<file path="config.mk">
export PLATFORM = sky130hd
export DESIGN_NAME = ps2_host_tx
export DESIGN_NICKNAME = d
export VERILOG_FILES = /design/src/rtl/ps2_host_tx.sv
export SDC_FILE = /design/constraint.sdc
export NUM_CORES = 1
export LEC_CHECK = 0
export CORE_AREA = 2 2 79 74
export DETAILED_ROUTE_END_ITERATION = 12
export DIE_AREA = 0 0 81 76
export PLACE_DENSITY_LB_ADDON = 0.05
export SKIP_CTS_REPAIR_TIMING = 1
export SYNTH_ARGS = -nofsm -noshare
export SYNTH_HDL_FRONTEND = slang
export SYNTH_SLANG_ARGS = --single-unit
</file>
<file path="constraint.sdc">
create_clock -name clk -period 2.9 [get_ports clk]
set_clock_uncertainty 0.1 [all_clocks]
set_input_delay 0.58 -clock clk [delete_from_list [all_inputs] [get_ports clk]]
set_output_delay 0.58 -clock clk [all_outputs]
set_load 0.005 [all_outputs]
</file>
<file path="src/rtl/ps2_host_tx.sv">
// PS/2 host-to-device command transmitter: clock inhibit, request-to-send, bit clock-out
// on device falling edges and ACK check, driving the open-drain pads through output enables.
module ps2_host_tx #(
  parameter int unsigned INHIBIT_CYCLES = 3000,
  parameter int unsigned REQ_TIMEOUT    = 375000,
  parameter int unsigned XFER_TIMEOUT   = 50000,
  parameter int unsigned FILTER_LEN     = 8
) (
  input  logic       clk,
  input  logic       reset,
  input  logic [7:0] tx_data,
  input  logic       tx_valid,
  output logic       tx_ready,
  output logic       tx_busy,
  output logic       tx_done,
  output logic       tx_err,
  output logic [1:0] err_code,
  input  logic       ps2_clk_in,
  input  logic       ps2_data_in,
  output logic       ps2_clk_oe,
  output logic       ps2_data_oe
);

  localparam int unsigned MAX_REQ_XFER = (REQ_TIMEOUT > XFER_TIMEOUT) ? REQ_TIMEOUT : XFER_TIMEOUT;
  localparam int unsigned MAX_COUNT    = (MAX_REQ_XFER > INHIBIT_CYCLES) ? MAX_REQ_XFER : INHIBIT_CYCLES;
  localparam int unsigned TIMER_W      = $clog2(MAX_COUNT + 1);
  localparam int unsigned FILT_W       = $clog2(FILTER_LEN + 1);
  localparam int unsigned FRAME_W      = 10;
  localparam int unsigned IDX_W        = 4;

  localparam logic [TIMER_W-1:0] INHIBIT_LAST = TIMER_W'(INHIBIT_CYCLES - 1);
  localparam logic [TIMER_W-1:0] REQ_LAST     = TIMER_W'(REQ_TIMEOUT - 1);
  localparam logic [TIMER_W-1:0] XFER_LAST    = TIMER_W'(XFER_TIMEOUT - 1);
  localparam logic [FILT_W-1:0]  FILT_LAST    = FILT_W'(FILTER_LEN - 1);
  localparam logic [IDX_W-1:0]   LAST_FALL    = IDX_W'(9);

  localparam logic [1:0] ERR_REQ_TIMEOUT  = 2'b01;
  localparam logic [1:0] ERR_XFER_TIMEOUT = 2'b10;
  localparam logic [1:0] ERR_NO_ACK       = 2'b11;

  typedef enum logic [2:0] {
    IDLE,
    INHIBIT,
    REQ_A,
    REQ,
    XFER,
    WAIT_IDLE,
    DONE,
    ERR
  } stateT;

  stateT              state;
  logic               clkMeta;
  logic               clkSync;
  logic               dataMeta;
  logic               dataSync;
  logic               clkFilt;
  logic               clkFall;
  logic [FILT_W-1:0]  filtCnt;
  logic [TIMER_W-1:0] timer;
  logic [FRAME_W-1:0] frame;
  logic [IDX_W-1:0]   fallCnt;

  // Two-stage synchronisers for both pad levels; idle bus level is high.
  always_ff @(posedge clk or negedge reset) begin
    if (!reset) begin
      clkMeta  <= 1'b1;
      clkSync  <= 1'b1;
      dataMeta <= 1'b1;
      dataSync <= 1'b1;
    end else begin
      clkMeta  <= ps2_clk_in;
      clkSync  <= clkMeta;
      dataMeta <= ps2_data_in;
      dataSync <= dataMeta;
    end
  end

  // Clock level only changes after FILTER_LEN consecutive differing samples; fall is a 1-cycle strobe.
  always_ff @(posedge clk or negedge reset) begin
    if (!reset) begin
      clkFilt <= 1'b1;
      filtCnt <= '0;
      clkFall <= 1'b0;
    end else begin
      clkFall <= 1'b0;
      if (clkSync != clkFilt) begin
        if (filtCnt == FILT_LAST) begin
          clkFilt <= clkSync;
          filtCnt <= '0;
          clkFall <= clkFilt;
        end else begin
          filtCnt <= filtCnt + FILT_W'(1);
        end
      end else begin
        filtCnt <= '0;
      end
    end
  end

  // Transfer sequencer; every output is registered here.
  always_ff @(posedge clk or negedge reset) begin
    if (!reset) begin
      state       <= IDLE;
      tx_ready    <= 1'b1;
      tx_busy     <= 1'b0;
      tx_done     <= 1'b0;
      tx_err      <= 1'b0;
      err_code    <= 2'b00;
      ps2_clk_oe  <= 1'b0;
      ps2_data_oe <= 1'b0;
      timer       <= '0;
      frame       <= '0;
      fallCnt     <= '0;
    end else begin
      tx_done <= 1'b0;
      tx_err  <= 1'b0;
      case (state)
        IDLE: begin
          if (tx_valid) begin
            frame       <= {1'b1, ~^tx_data, tx_data};
            state       <= INHIBIT;
            tx_ready    <= 1'b0;
            tx_busy     <= 1'b1;
            err_code    <= 2'b00;
            ps2_clk_oe  <= 1'b1;
            ps2_data_oe <= 1'b0;
            timer       <= '0;
          end
        end

        INHIBIT: begin
          if (timer == INHIBIT_LAST) begin
            state       <= REQ_A;
            ps2_data_oe <= 1'b1;
            timer       <= '0;
          end else begin
            timer <= timer + TIMER_W'(1);
          end
        end

        REQ_A: begin
          state      <= REQ;
          ps2_clk_oe <= 1'b0;
          timer      <= '0;
        end

        // Start bit is on the line; wait for the device to begin clocking.
        REQ: begin
          if (clkFall) begin
            state       <= XFER;
            ps2_data_oe <= ~frame[0];
            fallCnt     <= '0;
            timer       <= '0;
          end else if (timer == REQ_LAST) begin
            state       <= ERR;
            tx_err      <= 1'b1;
            err_code    <= ERR_REQ_TIMEOUT;
            ps2_clk_oe  <= 1'b0;
            ps2_data_oe <= 1'b0;
          end else begin
            timer <= timer + TIMER_W'(1);
          end
        end

        // frame[0] is the bit on the line; the fall after the stop bit samples the ACK.
        XFER: begin
          timer <= timer + TIMER_W'(1);
          if (clkFall) begin
            if (fallCnt == LAST_FALL) begin
              ps2_data_oe <= 1'b0;
              if (!dataSync) begin
                state <= WAIT_IDLE;
              end else begin
                state    <= ERR;
                tx_err   <= 1'b1;
                err_code <= ERR_NO_ACK;
              end
            end else begin
              fallCnt     <= fallCnt + IDX_W'(1);
              ps2_data_oe <= ~frame[1];
              frame       <= {1'b1, frame[FRAME_W-1:1]};
            end
          end else if (timer == XFER_LAST) begin
            state       <= ERR;
            tx_err      <= 1'b1;
            err_code    <= ERR_XFER_TIMEOUT;
            ps2_clk_oe  <= 1'b0;
            ps2_data_oe <= 1'b0;
          end
        end

        WAIT_IDLE: begin
          timer <= timer + TIMER_W'(1);
          if (clkFilt && dataSync) begin
            state   <= DONE;
            tx_done <= 1'b1;
          end else if (timer == XFER_LAST) begin
            state    <= ERR;
            tx_err   <= 1'b1;
            err_code <= ERR_XFER_TIMEOUT;
          end
        end

        DONE: begin
          state    <= IDLE;
          tx_busy  <= 1'b0;
          tx_ready <= 1'b1;
        end

        ERR: begin
          state       <= IDLE;
          tx_busy     <= 1'b0;
          tx_ready    <= 1'b1;
          ps2_clk_oe  <= 1'b0;
          ps2_data_oe <= 1'b0;
        end
      endcase
    end
  end

endmodule

</file>
==> results_dict.tcl <==
set metrics [dict create \
    crit_type "flop to flop" \
    switching_share_pct 37.8 \
    syn_inst 335 \
    gp_congestion 0.904 \
    numClockSinks 54 \
    rows 26 \
    ys_top_cells_by_area "dfrtp_1 39%, nand2_1 5.4%, dfstp_2 5.2%, nor2_1 5.2%, xnor2_1 3.4%" \
    drt-initial-drc-count 188 \
    p_int_mw 1.75 \
    fin_crit_sh_pct 90.5 \
    grtUsageTotal_pct 22.6 \
    root_buffer "clkbuf_8" \
    netlist.area_leader.share_pct 39.4 \
    synth_seq_area_share_pct 44.6 \
    synth_cell_types 62 \
    slowest_stage "or4_4" \
    slowest_delay_ns 0.54 \
    grt_max_degree 29 \
    antenna_found_initial 0 \
    drt_drc_violations_left 0 \
    grt_overflow_total 0 \
    io_buffers 20 \
    combPwrFrac_pct 45.1 \
    chipHeight_um 76 \
    drv_cap 0 \
    syn_nets 356 \
    fin_total_pwr_mw 2.82 \
    end_kind "flop" \
    rsz0062_at_grt "no" \
    worst-r2r-setup-slack_ns 0.28 \
    n_antenna_cell 0 \
    crit_required_ns 2.98 \
    arrival_ns 2.71 \
    power_frac_clock_pct 18.5 \
    instances_no_fill 433 \
    finish.net_count 383 \
    leakage_nw 1.47 \
    first_pass_iters 7 \
    hold_class "input pin to asynchronous set/reset pin" \
    numCtsBuffers 5 \
    yosys.area.top_type "dfrtp_1" \
    dieArea_sq_um 6160 \
    timing.final.crit_period_ns 2.62 \
    crit_chain "or4_1, or3_1, or4_4, a22oi_4, a21boi_2, a31oi_1" \
    crit_path_max_fanout 6 \
    drtAntennaViolNets 0 \
    first_global_vias 2324 \
    io_pins 21 \
    yosys_warnings 0 \
    synth-seq-cells 54 \
    met2_usage_pct 30.1 \
    wl_per_cell_um 15.2 \
    path_delay_family "simple AND/OR/NAND/NOR gates" \
    die_x_um 81 \
    dp.cells 425 \
    clkTransAtPathRegs_ns 0.09 \
    hpwl_mm 4.73 \
    avgSynthCellArea_sq_um 9.10 \
    critical_path_buf_inv_count 0 \
    tritoncts "built" \
    async_flop_share_pct 100 \
    fin_tns_setup_ns 0 \
    tightest_slew_ns 0.632 \
    final_area_sq_um 3480 \
    status "completed" \
    drive_gt1_share_pct 12.1 \
    routed_wirelength_mm 6.56 \
    start_util_pct 56.4 \
    setup_viol 0 \
    slew_headroom_pct 57.9 \
    power.switching_mw 1.07 \
    power_density_nw_per_um2 811 \
    grt_use_met3_pct 4.38 \
    cts-htree-levels 2 \
    synth_edf_count 0 \
    finish.utilization_pct 64.4 \
    hold_viol_final 0 \
    via_count 2549 \
    drv_slew 0 \
    core_area_sq_um 5400 \
    clk_latency_ns 0.31 \
    seqPwrFrac_pct 36.5 \
    vias_per_cell 5.89 \
    synth_ff_type "dfrtp_1" \
    synthesis.area_sq_um 3050 \
    grt_pass1_wl_mm 11.1 \
    ir_drop_mv 0.464 \
    grtUsageMet1_pct 37.0 \
    postPlaceCellArea_sq_um 3360 \
    crit_path_start_kind "flop" \
    clockBufferDepth 2 \
    syn_to_final_growth_pct 14.0 \
    grt-busiest-layer "met1" \
    fmax_ghz 0.381 \
]
## cell usage after synthesis, types with 3 or more instances
cell type  count
nand3_1       16
o21ai_0       20
nor2b_1        6
dfstp_2        6
and3_1         8
a21oi_1       10
a31oi_1       13
xnor2_1       12
ha_1           8
nand4b_1       3
a22o_1         8
nand2_1       44
clkbuf_1       8
nor4_1         3
or2_2          3
o31ai_1        3
nand4_1        3
dfrtp_1       48
nor2_1        42
xor2_1         7
inv_1          6
nor3_1         7
## stage by stage
step	setup slack [ns]	hold slack (ns)
floorplan	0.450	0.184
global placement	0.274	0.248
detailed placement	0.234	0.248
CTS	0.294	0.197
global route	0.211	0.227
finish	0.276	0.183
## flip-flops by register name, indices dropped and copies added (netlist names)
name	cells
fallCnt	4
dataSync	1
tx_ready	1
err_code	2
clkFilt	1
state	3
timer	19
filtCnt	4
ps2_clk_oe	1
tx_busy	1
dataMeta	1
clkFall	1
clkSync	1
ps2_data_oe	1
tx_done	1
frame	10
clkMeta	1
tx_err	1
## power by group through the flow
stage / Combinational (mW) / Clock (mW) / Sequential (mW)
after global routing: 1.43 / 0.562 / 1.05
after floorplan: 0.908 / 0 / 1.02
after detailed placement: 1.26 / 0 / 1.04
after CTS: 1.27 / 0.529 / 1.03
final: 1.27 / 0.521 / 1.03
after global placement: 1.25 / 0 / 1.04
## worst register-to-register path, cell delays in order, from the launching register on
cell      delay, ns
dfrtp_1        0.42
or4_1          0.52
or3_1          0.40
or4_4          0.54
a22oi_4        0.20
a21boi_2       0.23
a31oi_1        0.10
## worst paths after layout
kind                        endpoint       from  depth (start not counted)
setup / recovery            state[1]  timer[12]                          6
hold / removal             timer[14]      reset                          1
setup reg to reg            state[1]  timer[12]                          6
hold reg to reg              clkSync    clkMeta                          0
max in group asynchronous    clkMeta      reset                          2
min in group clk             clkSync    clkMeta                          0
## cell type report
cell class,instances,area [sq um]
Fill cell,478,1920
Multi-Input combinational cell,261,1580
Sequential cell,54,1360
Timing Repair Buffer,33,305
Tap cell,70,87.6
Clock buffer,7,86.3
Clock inverter,1,30.0
Inverter,7,26.3
## cell usage in the layout, fill, tap and decap left out, drive strengths merged, types with 6 or more instances in the layout
cell type / synthesis / final
nand2: 44 / 44
a21oi: 10 / 10
ha: 8 / 8
nand3: 16 / 16
a22o: 8 / 8
o21ai: 21 / 21
nor2b: 6 / 6
clkdlybuf4s50: 0 / 19
inv: 6 / 6
a31oi: 13 / 13
nor3: 7 / 7
clkbuf: 9 / 7
and3: 10 / 10
buf: 3 / 14
dfrtp: 48 / 48
dfstp: 6 / 6
nor2: 42 / 42
xnor2: 12 / 12
xor2: 7 / 7
## cells by family after synthesis
family	share of synthesized area, %
compound gates	16.5
xor+xnor	5.46
fa+ha+maj	3.28
buf+inv	3.53
flops	44.6
mux	0.739
simple gates	25.9
## routing by layer
layer / vias up / share of wire (%)
li1: 1245 / -
met3: 17 / 5.9
met5: - / 0
met1: 1199 / 51
met4: 0 / 1.6
met2: 88 / 42
Power figures use the tool's default switching activity.
